## config.mk

```make
export PLATFORM = sky130hd
export DESIGN_NAME = i2c_apb_master
export DESIGN_NICKNAME = d
export VERILOG_FILES = /design/src/rtl/i2c_apb_master.sv
export SDC_FILE = /design/constraint.sdc
export NUM_CORES = 1
export LEC_CHECK = 0
export BUFFER_PORTS_ARGS = -buffer_cell sky130_fd_sc_hd__buf_2
export CORE_ASPECT_RATIO = 0.6
export CORE_MARGIN = 8
export CORE_UTILIZATION = 40
export DETAILED_ROUTE_END_ITERATION = 12
export PLACE_DENSITY = 0.73
export SLEW_MARGIN = 0
export SYNTH_ARGS = -nofsm -noshare
export SYNTH_HDL_FRONTEND = slang
export SYNTH_SLANG_ARGS = --single-unit
```

## constraint.sdc

```tcl
create_clock -name clk -period 1.7 [get_ports clk]
set_input_delay 0 -clock clk [delete_from_list [all_inputs] [get_ports clk]]
set_output_delay 0 -clock clk [all_outputs]
set_load 0.02 [all_outputs]
```

## src/rtl/i2c_apb_master.sv

```systemverilog
// ---------------------------------------------------------------------------
// i2c_apb_master
//   Turns a single-outstanding command/response stream into APB transfers.
//   Each accepted command produces one SETUP cycle, one or more ACCESS
//   cycles, and exactly one response. An ACCESS phase that waits too long on
//   the slave is aborted and reported as an error.
//
// Parameters
//   TIMEOUT   : maximum number of ACCESS cycles before the transfer is
//               aborted (0 disables the abort)
//
// Ports
//   clk, rstn                     : clock (rising edge), async active-low reset
//   cmd_valid/cmd_ready           : command handshake
//   cmd_write/cmd_addr/cmd_wdata  : command payload (1 = write)
//   rsp_valid/rsp_ready           : response handshake
//   rsp_rdata/rsp_err             : read data (0 for writes, 32'hdeadbeef on
//                                   timeout) and timeout flag
//   apb_sel/apb_en/apb_write      : APB control
//   apb_addr/apb_wdata            : APB address and write data
//   apb_ready/apb_rdata           : APB slave completion and read data
//   busy                          : high whenever a transfer is in progress
// ---------------------------------------------------------------------------
module i2c_apb_master #(
  parameter logic [15:0] TIMEOUT = 16'd255
) (
  input  logic        clk,
  input  logic        rstn,
  input  logic        cmd_valid,
  output logic        cmd_ready,
  input  logic        cmd_write,
  input  logic [31:0] cmd_addr,
  input  logic [31:0] cmd_wdata,
  output logic        rsp_valid,
  input  logic        rsp_ready,
  output logic [31:0] rsp_rdata,
  output logic        rsp_err,
  output logic        apb_sel,
  output logic        apb_en,
  output logic        apb_write,
  output logic [31:0] apb_addr,
  output logic [31:0] apb_wdata,
  input  logic        apb_ready,
  input  logic [31:0] apb_rdata,
  output logic        busy
);

  typedef enum logic [1:0] {
    ST_IDLE   = 2'd0,
    ST_SETUP  = 2'd1,
    ST_ACCESS = 2'd2,
    ST_RESP   = 2'd3
  } state_t;

  localparam logic [31:0] ERR_DATA = 32'hdeadbeef;
  // Counter value at which the last permitted ACCESS cycle is running.
  localparam logic [15:0] TO_LAST  = TIMEOUT - 16'd1;

  state_t      r_state;
  logic        r_cmd_ready;
  logic        r_busy;
  logic        r_apb_sel;
  logic        r_apb_en;
  logic        r_apb_write;
  logic [31:0] r_apb_addr;
  logic [31:0] r_apb_wdata;
  logic        r_rsp_valid;
  logic [31:0] r_rsp_rdata;
  logic        r_rsp_err;
  logic [15:0] r_wait_cnt;

  logic        w_cmd_fire;
  logic        w_rsp_fire;
  logic        w_timeout;

  assign w_cmd_fire = cmd_valid & r_cmd_ready;
  assign w_rsp_fire = r_rsp_valid & rsp_ready;
  // Only meaningful while in ACCESS with apb_ready low; apb_ready wins ties.
  assign w_timeout  = (TIMEOUT != 16'd0) && (r_wait_cnt == TO_LAST);

  // Single FSM; every output is a register updated alongside the state so
  // the outputs change cleanly on the clock edge and clear asynchronously
  // on reset.
  always_ff @(posedge clk or negedge rstn) begin
    if (!rstn) begin
      r_state     <= ST_IDLE;
      r_cmd_ready <= 1'b1;
      r_busy      <= 1'b0;
      r_apb_sel   <= 1'b0;
      r_apb_en    <= 1'b0;
      r_apb_write <= 1'b0;
      r_apb_addr  <= 32'h0;
      r_apb_wdata <= 32'h0;
      r_rsp_valid <= 1'b0;
      r_rsp_rdata <= 32'h0;
      r_rsp_err   <= 1'b0;
      r_wait_cnt  <= 16'h0;
    end else begin
      case (r_state)
        ST_IDLE: begin
          if (w_cmd_fire) begin
            r_state     <= ST_SETUP;
            r_cmd_ready <= 1'b0;
            r_busy      <= 1'b1;
            r_apb_sel   <= 1'b1;
            r_apb_en    <= 1'b0;
            // The APB payload registers double as the command capture, so
            // they stay constant for the whole transfer and keep their last
            // value afterwards.
            r_apb_write <= cmd_write;
            r_apb_addr  <= cmd_addr;
            r_apb_wdata <= cmd_wdata;
            r_wait_cnt  <= 16'h0;
          end
        end

        ST_SETUP: begin
          r_state  <= ST_ACCESS;
          r_apb_en <= 1'b1;
        end

        ST_ACCESS: begin
          if (apb_ready) begin
            r_state     <= ST_RESP;
            r_apb_sel   <= 1'b0;
            r_apb_en    <= 1'b0;
            r_rsp_valid <= 1'b1;
            r_rsp_rdata <= r_apb_write ? 32'h0 : apb_rdata;
            r_rsp_err   <= 1'b0;
          end else if (w_timeout) begin
            r_state     <= ST_RESP;
            r_apb_sel   <= 1'b0;
            r_apb_en    <= 1'b0;
            r_rsp_valid <= 1'b1;
            r_rsp_rdata <= ERR_DATA;
            r_rsp_err   <= 1'b1;
          end else if (r_wait_cnt != 16'hFFFF) begin
            // Saturate so an unlimited wait (TIMEOUT = 0) never wraps.
            r_wait_cnt <= r_wait_cnt + 16'd1;
          end
        end

        ST_RESP: begin
          if (w_rsp_fire) begin
            r_state     <= ST_IDLE;
            r_rsp_valid <= 1'b0;
            r_cmd_ready <= 1'b1;
            r_busy      <= 1'b0;
          end
        end

        default: begin
          r_state     <= ST_IDLE;
          r_cmd_ready <= 1'b1;
          r_busy      <= 1'b0;
          r_apb_sel   <= 1'b0;
          r_apb_en    <= 1'b0;
          r_rsp_valid <= 1'b0;
        end
      endcase
    end
  end

  assign cmd_ready = r_cmd_ready;
  assign busy      = r_busy;
  assign apb_sel   = r_apb_sel;
  assign apb_en    = r_apb_en;
  assign apb_write = r_apb_write;
  assign apb_addr  = r_apb_addr;
  assign apb_wdata = r_apb_wdata;
  assign rsp_valid = r_rsp_valid;
  assign rsp_rdata = r_rsp_rdata;
  assign rsp_err   = r_rsp_err;

endmodule

```

Word-level counts from Yosys, hierarchy flattened
Index checks and enable logic that the tools add are counted.
- flip-flop bits (word level): 121
- latch bits: 0
- RAM bits: 0
- bits in read-only memories: 0
- input bits: 102
- output and inout bits: 103
- word-level logic and storage cells: 67
- memories kept: 0
- add/sub/neg operators: 1
- multipliers: 0
- div/mod/pow operators: 0
- $lt $le $gt $ge: 0
- equal/unequal tests: 11
- shift-type cells: 0
- mux-type cells: 27
- bitwise logic cells: 2
- reduce and logical (&&, ||, !) cells: 14
- operator list (kind ; count):
    2-to-1 mux 32 bit ; 3
    2-to-1 mux 16 bit ; 4
    case mux 16 bit (2 select lines) ; 1
    adder 16 x 1 -> 16 bit (second input constant) ; 1
    equality test 16 x 8 -> 1 bit (second input constant) ; 1
    inequality test 16 bit (second input constant) ; 1
    AND reduction 3 bit ; 5
    inequality test 2 bit (second input constant) ; 5
    2-to-1 mux 1 bit ; 9
    2-to-1 mux 2 bit ; 4
    case mux 1 bit (2 select lines) ; 4
    case mux 2 bit (4 select lines) ; 1
    nonzero test 2 bit ; 4
    AND reduction 5 bit ; 1
    equality test 2 bit (second input constant) ; 2
    AND reduction 2 bit ; 2
    inequality test 3 bit (second input constant) ; 1
    case mux 1 bit (3 select lines) ; 1
    nonzero test 3 bit ; 1
    AND 1 bit ; 2
    equality test 2 x 1 -> 1 bit (second input constant) ; 1
    logical NOT 2 bit ; 1

Logic depth before layout (Yosys ltp)
Gate-level depths: netlist (run 1).
- word-level depth: 5
- gate-level depth with buffers: 8
- gate-level depth less buffers: 7

Worst setup path before layout (run 1)
OpenSTA, ideal clock, no wires.
- path type: flip-flop to flip-flop
- start: register r_wait_cnt[0]
- end: register r_wait_cnt[9]
- library setup time: 0.124 ns
- arrival time: 1.809 ns
- data required time: 1.576 ns
- slack: -0.233 ns
- cell stages (with the launch flop): 8
- buffers on the path: 0
- period minus slack after synthesis: 1.933 ns
- cell sequence: dfrtp_1 > inv_1 > ha_1 > nor4b_1 > and4_4 > or4_4 > and3_4 > a211o_1
- word-level cells in the longest chain between the ends: 5
- elaborated cells between the ends (all ways): 10
- classes of those cells: add/sub: 1; eq/ne: 4; mux: 4; reduce/logical: 1
- ends and longest elaborated chain (what ; RTL line ; text):
    start, declared ; 70 ; logic [15:0] r_wait_cnt;
    start signal, assigned ; 139 ; r_wait_cnt <= r_wait_cnt + 16'd1;
    adder 16 x 1 -> 16 bit ; 139 ;
    2-to-1 mux 16 bit ; 137 ; end else if (r_wait_cnt != 16'hFFFF) begin
    2-to-1 mux 16 bit ; 130 ; end else if (w_timeout) begin
    2-to-1 mux 16 bit ; 123 ; if (apb_ready) begin
    case mux 16 bit (2 select lines) ; 99 ; case (r_state)
Parallel ways exist; a longest one is shown, timed or not. The select of a mux whose other input is x is not followed.
A chain may end at the register's enable or synchronous reset.

Worst setup path after layout (run 1)
- start: register r_wait_cnt[0]
- end: register r_rsp_rdata[20], in the netlist rsp_rdata[20]
- word-level cells in the longest chain between the ends: 3
- ends and longest elaborated chain (what ; RTL line ; text):
    equality test 16 x 8 -> 1 bit ; 79 ; assign w_timeout = (TIMEOUT != 16'd0) && (r_wait_cnt == TO_LAST);
    nonzero test 2 bit (no source line) ; n/a ;
    AND reduction 2 bit (no source line) ; n/a ;
    end signal, assigned ; 128 ; r_rsp_rdata <= r_apb_write ? 32'h0 : apb_rdata;
    end, declared ; 68 ; logic [31:0] r_rsp_rdata;
Every way passes these cells.

==> results of run 1 <==
## cell usage after synthesis, types with 2 or more instances
cell / instances / area [sq um]
nand2b_1: 27 / 169
nand2_1: 213 / 800
o41ai_1: 2 / 17.5
mux2_2: 2 / 22.5
nand4_1: 4 / 25.0
a211o_1: 2 / 17.5
buf_1: 6 / 22.5
o31ai_1: 3 / 22.5
a31oi_1: 4 / 25.0
ha_1: 8 / 100
a21oi_1: 34 / 170
nor2_1: 8 / 30.0
buf_2: 3 / 15.0
and4_4: 2 / 22.5
a41oi_1: 3 / 26.3
buf_4: 2 / 15.0
o21ai_0: 8 / 40.0
nor4_1: 4 / 25.0
nand3_1: 6 / 30.0
nor3_1: 6 / 30.0
clkbuf_1: 20 / 75.1
a21o_1: 25 / 188
dfrtp_1: 120 / 3000
a22o_1: 10 / 87.6
inv_1: 9 / 33.8
## path summary, 6_finish.rpt
path | slack [ps] | to | start | cells past startpoint
worst max-delay path | -220 | rsp_rdata[20] | r_wait_cnt[0] | 8
worst min-delay path | 20 | rsp_rdata[13] | apb_rdata[13] | 4
worst min register to register | 470 | apb_addr[4] | apb_addr[4] | 2
worst max register to register | -220 | rsp_rdata[20] | r_wait_cnt[0] | 8
max in group asynchronous | 1140 | apb_addr[13] | rstn | 3
min in group asynchronous | 160 | r_wait_cnt[7] | rstn | 3
## registers in the layout, indices dropped and copies added (netlist names)
register,count
apb_addr,32
apb_wdata,32
rsp_rdata,32
r_wait_cnt,16
r_state,2
apb_en,1
apb_sel,1
apb_write,1
busy,1
cmd_ready,1
rsp_err,1
rsp_valid,1
## cell type report
cell class | count | area, sq um
sequential | 121 | 3030
clock buffer | 18 | 429
tap | 170 | 213
clock inverter | 14 | 114
antenna | 2 | 5.00
timing repair buffer | 373 | 2650
multi-input combinational | 398 | 2400
fill | 934 | 4010
inverter | 9 | 36.3
## worst min-delay path: cells and delay by family
| family | cells | cell delay (ps) |
|---|---|---|
| AND/OR/NAND/NOR | 1 | 70 |
| AO/OA/AOI/OAI | 2 | 240 |
| buffers and inverters | 1 | 80 |
## through the flow
stage          hold slack, ps  total power, mW
6_report                 16.4             6.64
2_1_floorplan            -296             2.98
3_3_place_gp             78.4             3.18
4_1_cts                  1.20             6.68
5_1_grt                  29.2             6.88
3_5_place_dp             78.8             3.19
## power groups by stage
| stage | Clock, mW | Sequential, mW | Combinational [mW] |
|---|---|---|---|
| CTS | 3.37 | 2.89 | 0.428 |
| floorplan | 0 | 2.94 | 0.0408 |
| global route | 3.51 | 2.88 | 0.488 |
| detailed placement | 0 | 2.94 | 0.248 |
| finish | 3.30 | 2.89 | 0.450 |
| global placement | 0 | 2.94 | 0.246 |
## cell families (layout without fill, tap and decap cells)
logic type               after synthesis  after routing  share of synthesized area, %
AND/OR/NAND/NOR                      281            281                          23.2
flip-flops                           121            121                          57.1
AO/OA/AOI/OAI                        106            106                          13.7
buffers and inverters                 42            414                          3.42
adder cells (fa/ha/maj)                8              8                          1.89
multiplexers                           3              3                         0.637
other                                  0              2                             0
## per-layer routing
| layer | wire length (microns) | vias up |
|---|---|---|
| met4 | 395 | 0 |
| met5 | 0 | - |
| met2 | 8890 | 252 |
| met1 | 7920 | 2661 |
| met3 | 1770 | 37 |
| li1 | - | 2596 |
## cells in the final DEF, fill, tap and decap left out, types with 4 or more instances in the layout
cell / instances
buf_6: 13
a21o_1: 25
a21oi_1: 23
buf_12: 4
ha_1: 4
dlygate4sd3_1: 95
nor3_1: 5
buf_4: 56
inv_6: 5
a21oi_2: 10
clkbuf_16: 18
inv_1: 5
nand2_1: 212
a22o_1: 10
buf_2: 203
nor2_1: 5
dfrtp_1: 117
nand4_1: 4
nand2b_1: 27
nand3_2: 4
ha_4: 4
## repair_timing
action | 4_1_cts | 5_1_grt
resized for setup | 38 | 40
pin swaps | 10 | 22
hold buffers | 95 | 0
endpoints found under the setup margin | 50 | 120
cloned | 1 | 0
endpoints found under the hold margin | 216 | 0
setup buffers | 9 | 6
==> metrics, run 1 <==
status finished, violations left; failing checks setup timing; sequential share of power 43.5%; Die H 105 microns; Final TNS setup -6060 ps; NetSw 1.59 mW; crit path kind flop to flop; Power Density 748 nW/um^2; Synth Flop Type dfrtp_1; max_cap viols 0; Hold Vio Cnt, Final 0; RSZ-0062 raised after global routing true; final cell count without fillers 1105; Layout area overhead 67.4%; FFs w/ async S/R, synth 100%; vias per inst 5.02; CP max stage cell dfrtp_1; Most Crowded Layer GR met2; clk root buf clkbuf_16; sequential fraction of the synthesis area 57.1%; Worst Path Required 1980 ps; GR met2 Demand/Resource 34.8%; Post-Syn Area per Cell 9.46 sq um; GRT met3 Usage 7.68%; Peak VDD IR 0.000556 V; Worst Path Arrival 2200 ps; Clock Latency Late Sink 400 ps; Total Routing Usage GR 21.7%; fin util 68.9%; layout net count 1030; period utilisation layout 113%; DR pass1 iterations 5; first-pass GRT wire length 30100 microns; LEAKAGE 5.03 nW; Max Root-Sink Buffers 2; final antenna-violating net count 0; crit start category flop; Hold Crit Class input port to flop; Logic pwr share 6.8%; total grt overflow 0; full die area 17300 sq um; setup violators final 47; final instance area 8880 sq um; placed cell areas 6920 sq um; synthesized flop and latch total 121; Worst-Margin Slew 500 ps; share of cells above drive strength 1 39.5%; final RePlAce weighted congestion 0.817; CP peak stage delay 390 ps; mapped cell area 5310 sq um; clock buffer count from CTS 17; number of global-route vias before repair 5863; number of cell rows 32; Slew headroom 66.7%; clock power share 49.7%; Synthesis Warnings 0; via count 5546; Inst Count DP 962; Clock transition at path regs 60 ps; Post-Synthesis Cells 561; Final Max Slew Viols 0; Critical Path Fanout Max 32; post-synth cell types 55; drt total wl 19000 microns; TritonCTS clock tree done; 1st-iter DRT viols 394; drt drc 0; HPWL after DPL 11400 microns; CP bufs+invs 3; drt wl/cell 17.2 microns; clk_skew 14.7 ps; number of buffers added on ports 204; dpl ws -250 ps; critical path cell sequence inv_2 > ha_4 > nor4b_4 > and4_4 > buf_6 > o21ai_4 > buf_12 > a22o_1; worst setup margin -219 ps; initial antenna violation count 2; Initial Util 41.1%; width of the die 165 microns; H-tree levels 4; Sw Ratio 24.0%; Pint 5.05 mW; min cycle time layout 1920 ps; Global Route met1 Usage 26.4%; I/O pins 205; Core ar. 12900 sq um; CP delay by family, top simple AND/OR/NAND/NOR gates; CP endpoint kind flop; largest net degree at the start of global routing 85; syn_nets 671; Post-synth EDFFs 0; clock sink count 121; Fmax 521 MHz
(Power assumes the default switching activity.)
==> inputs of run 2 (changes only) <==
==> constraint.sdc (replaced) <==
create_clock -name clk -period 1.7 [get_ports clk]
set_input_delay 0.425 -clock clk [delete_from_list [all_inputs] [get_ports clk]]
set_output_delay 0.425 -clock clk [all_outputs]
set_load 0.02 [all_outputs]
==> metrics, run 2 (same netlist as run 1, synthesis figures left out) <==
status finished, violations left; failing checks setup timing; max_cap viols 0 (unchanged); Final TNS setup -7830 ps (-1770 ps); Worst Path Arrival 2220 ps (+20 ps); final cell count without fillers 1034 (-6.4%); reg-to-reg startpoint r_wait_cnt[0]; via count 5138 (-7.4%); clock sink count 121 (unchanged); final RePlAce weighted congestion 0.844 (+3.3%); number of global-route vias before repair 5133 (-12%); total grt overflow 0 (unchanged); Initial Util 41.1% (unchanged); Critical Path Fanout Max 4 (-88%); drt total wl 17700 microns (-7.0%); diode count 0 (-2); most common cell after layout, fill and taps aside nand2_1; Clock transition at path regs 60 ps (about the same); drt drc 0 (unchanged); Hold Crit Class input port to flop; I/O pins 205 (unchanged); Core ar. 12900 sq um (unchanged); vias per inst 4.97 (-1.0%); Power Density 813 nW/um^2 (+8.8%); WHS Path Cells 3 (-1); CP endpoint kind flop; Final Max Slew Viols 0 (unchanged); worst reg-to-reg path cell count 9 (+1); layout net count 962 (-6.6%); R2R setup slack -240 ps (-20 ps); first-pass GRT wire length 27000 microns (-10%); Peak VDD IR 0.000610 V (+9.7%); final instance area 8340 sq um (-6.1%); worst setup margin -238 ps (-18.5 ps); initial antenna violation count 0 (-2); 1st-iter DRT viols 299 (-24%); Worst Path Required 1990 ps (about the same); Inst Count DP 970 (+0.83%); H-tree levels 4 (unchanged); number of buffers added on ports 204 (unchanged); setup violators final 49 (+4.3%); drt wl/cell 17.1 microns (-0.56%); min cycle time layout 1940 ps (+18.5 ps); Fmax 516 MHz (-0.96%); DR pass1 iterations 7 (+2); clk root buf clkbuf_16; Clock Latency Late Sink 400 ps (about the same); end of the worst register-to-register path rsp_valid; full die area 17300 sq um (unchanged); Slew headroom 67.4% (+0.77 points); Die H 105 microns (unchanged); crit path kind flop to flop; TritonCTS clock tree done; dpl ws -238 ps (+12.0 ps); Hold Vio Cnt, Final 0 (unchanged); placed cell areas 6990 sq um (+1.0%); Max Root-Sink Buffers 2 (unchanged); Layout area overhead 57.1%; worst hold endpoint apb_wdata[16]; Hold Crit Start cmd_wdata[16]; multi-input logic area 2490 sq um (+3.7%); fillcell total 1048 (+12%); RSZ-0062 raised after global routing true; period utilisation layout 114% (+1.1 points); Worst-Margin Slew 489 ps (-11.5 ps); largest net degree at the start of global routing 67 (-21%); Total Routing Usage GR 19.4% (-2.3 points); HPWL after DPL 11600 microns (+2.2%); commonest non-fill, non-tap cells in the layout nand2_1, buf_2, dfrtp_1, buf_4, nand2b_1; width of the die 165 microns (unchanged); share of cells above drive strength 1 46.6% (+7.1 points); register area 3030 sq um (about the same); LEAKAGE 4.84 nW (-3.7%); clk_skew 8.70 ps (-5.99 ps); number of cell rows 32 (unchanged); clock buffer count from CTS 17 (unchanged); final antenna-violating net count 0 (unchanged); crit start category flop
[run 2: worst max path at each step]
stage,endpoint,from,cells after the start
6_report,rsp_valid,r_wait_cnt[0],9
5_1_grt,rsp_rdata[10],r_wait_cnt[0],9
4_1_cts,rsp_rdata[22],r_wait_cnt[14],7
3_5_place_dp,rsp_rdata[22],r_wait_cnt[0],8
3_3_place_gp,apb_en,r_wait_cnt[0],7
2_1_floorplan,r_wait_cnt[9],r_wait_cnt[0],7
[run 2: report_power, final]
group | leakage (nW) | switching [mW] | internal, mW
Sequential | 1.65 | 0.00307 | 2.88
Clock | 0.291 | 1.41 | 2.19
Combinational | 2.90 | 0.153 | 0.140
Total | 4.84 | 1.56 | 5.22
[run 2: per-layer routing]
metal | global-route usage, % | wire length (microns) | vias to the layer above
li1 | - | - | 2459
met1 | 25.4 | 7830 | 2459
met2 | 29.2 | 7990 | 202
met3 | 7.80 | 1690 | 18
met4 | 4.99 | 153 | 0
met5 | 0 | 0 | -
[run 2: final cells by class]
cell class,instances,area share (%)
flip-flops and latches,121,36.4
multi-input cells,399,29.8
repair buffers,304,23.8
clock buffers,17,5.10
well taps,170,2.55
clock inverters,14,1.97
inverters,9,0.405
[run 2: what timing repair did]
item	CTS	global route
cloned	2	6
pin swaps	23	33
setup endpoints to repair	50	101
hold buffers	1	0
hold endpoints to repair	17	0
gates resized for setup	51	43
buffers inserted	21	13
[run 2: metrics by stage]
step | util [%] | hold WS (ps) | power, mW
2_1_floorplan | - | 129 | 2.98
3_3_place_gp | 54.2 | 322 | 3.19
3_5_place_dp | 54.2 | 326 | 3.19
4_1_cts | 62.3 | 194 | 6.81
5_1_grt | 64.7 | 197 | 7.04
6_report | 64.7 | 208 | 6.78
[run 2: critical path, cell delays in order (launching register included)]
cell and delay, ps:
dfrtp_1 380, inv_2 70, ha_4 160, nor4b_4 120, and4_4 180, buf_4 140
buf_6 110, buf_6 120, or3_4 310, a32o_1 250
==> inputs of run 3 (changes only) <==
--- a/config.mk
+++ b/config.mk
@@ -11,7 +11,9 @@
 export CORE_UTILIZATION = 40
 export DETAILED_ROUTE_END_ITERATION = 12
 export PLACE_DENSITY = 0.73
+export RECOVER_POWER = 100
 export SLEW_MARGIN = 0
 export SYNTH_ARGS = -nofsm -noshare
 export SYNTH_HDL_FRONTEND = slang
 export SYNTH_SLANG_ARGS = --single-unit
+export TNS_END_PERCENT = 1
==> metrics, run 3 (same netlist as run 1, synthesis figures left out) <==
LEAKAGE 4.32 nW (-11%); worst hold endpoint apb_addr[26]; dpl ws -247 ps (-9.01 ps); Crit. Startpoint r_wait_cnt[15]; Layout area overhead 49.4%; WHS Path Cells 3 (unchanged); crit path kind flop to flop; commonest non-fill, non-tap cells in the layout nand2_1, dfrtp_1, buf_2, clkbuf_1, buf_4; number of cell rows 32 (unchanged); via count 4998 (-2.7%); Fmax 509 MHz (-1.3%); CP delay by family, top buffers and inverters; first-pass GRT wire length 25900 microns (-4.1%); Slew headroom 7.23% (-60 points); share of cells above drive strength 1 30.1% (-17 points); Die H 105 microns (unchanged); Power Density 919 nW/um^2 (+13%); width of the die 165 microns (unchanged); Worst Path Required 1990 ps (about the same); Worst path depth 9 (unchanged); failing checks setup timing; CP bufs+invs 5 (+1); Hold Crit Class input port to flop; total grt overflow 0 (unchanged); hold-fix buffers at CTS 0 (-1); register area 3030 sq um (about the same); clk_skew 8.55 ps (-0.157 ps); Core ar. 12900 sq um (unchanged); number of buffers added on ports 204 (unchanged); clock buffer count from CTS 17 (unchanged); CP max stage cell dfrtp_1; worst reg-to-reg path cell count 9 (unchanged); Worst Path Arrival 2250 ps (+30 ps); CP endpoint kind flop; setup violators final 50 (+2.0%); R2R setup slack -260 ps (-30 ps); final RePlAce weighted congestion 0.853 (+1.1%); CP peak stage delay 390 ps (about the same); Critical Path Fanout Max 6 (+2); CP dominant cell by count buf_6; Clock Latency Late Sink 400 ps (about the same); final instance area 7930 sq um (-4.9%); full die area 17300 sq um (unchanged); TritonCTS clock tree done; Hold Vio Cnt, Final 0 (unchanged); clk root buf clkbuf_16; most common cell after layout, fill and taps aside nand2_1; Max Root-Sink Buffers 2 (unchanged); 1st-iter DRT viols 337 (+13%); Clock transition at path regs 60 ps (about the same); drt drc 0 (unchanged); RSZ-0062 raised after global routing true; status finished, violations left; crit start category flop; vias per inst 4.92 (-1.0%); placed cell areas 7000 sq um (+0.13%); DR pass1 iterations 4 (-3); Peak VDD IR 0.000699 V (+15%); fillcell total 1154 (+10%); max_cap viols 0 (unchanged); largest net degree at the start of global routing 67 (unchanged); HPWL after DPL 11600 microns (-0.38%); Worst-Margin Slew 1390 ps (+903 ps); drt wl/cell 16.4 microns (-4.2%); clock sink count 121 (unchanged); critical path cell sequence nor4bb_1 > buf_4 > and4_4 > buf_6 > o21ai_4 > buf_6 > buf_12 > clkbuf_16 > a22o_1; worst setup margin -264 ps (-26.3 ps); min cycle time layout 1960 ps (+26.3 ps); Total Routing Usage GR 18.5% (-0.89 points); I/O pins 205 (unchanged); Hold Crit Start cmd_addr[26]; drt total wl 16600 microns (-5.9%); multi-input logic area 2250 sq um (-9.6%); diode count 0 (unchanged); Final Max Slew Viols 0 (unchanged); initial antenna violation count 0 (unchanged); reg-to-reg startpoint r_wait_cnt[15]; layout net count 944 (-1.9%); Initial Util 41.1% (unchanged); end of the worst register-to-register path rsp_rdata[20]; number of global-route vias before repair 4911 (-4.3%); period utilisation layout 116% (+1.5 points); final antenna-violating net count 0 (unchanged); H-tree levels 4 (unchanged)
[run 3: repair_timing]
item	CTS	global route
pin swaps	4	37
resized for setup	13	30
gates cloned	0	4
setup buffers	1	13
setup endpoints to repair	52	119
[run 3: power breakdown]
| part | switching, mW | internal, mW | total, mW |
|---|---|---|---|
| combinational | 0.135 | 0.112 | 0.247 |
| clock | 1.34 | 2.80 | 4.15 |
| sequential | 0.00345 | 2.88 | 2.89 |
[run 3: stage by stage]
stage          setup TNS [ps]  hold slack (ps)  cells  power [mW]  util [%]
2_1_floorplan           -4390              129    561        2.98         -
3_3_place_gp            -5260              453    967        3.19      54.3
3_5_place_dp            -6680              457    967        3.19      54.3
4_1_cts                 -6440             31.0    999        7.37      60.1
5_1_grt                -12710              194   1016        7.55      61.5
6_report                -8820              209   1016        7.28      61.5
[run 3: final cells by class]
class                           count  share of cell area, %
Timing Repair Buffer              287                   21.7
Tap cell                          170                   2.68
Clock inverter                     13                   3.03
Inverter                            9                  0.426
Clock buffer                       18                   5.54
Multi-Input combinational cell    398                   28.4
Sequential cell                   121                   38.2
[run 3: worst min-delay path, cell delays in order]
cell and delay (ps):
buf_2 70, nand2_1 40, nand2_1 40
[run 3: how the worst max path moves through the flow]
| stage | slack (ps) | to |
|---|---|---|
| 6_report | -260 | rsp_rdata[20] |
| 3_5_place_dp | -250 | apb_en |
| 2_1_floorplan | -170 | r_wait_cnt[9] |
| 5_1_grt | -330 | rsp_rdata[14] |
| 3_3_place_gp | -200 | apb_en |
| 4_1_cts | -200 | r_wait_cnt[9] |
[run 3: metal layers]
metal  up-vias  track usage (%)  routed length (microns)
met3        15             7.95                     1680
met5         -                0                        0
li1       2424                -                        -
met2       191             26.1                     7100
met4         0             3.97                      173
met1      2368             25.6                     7670
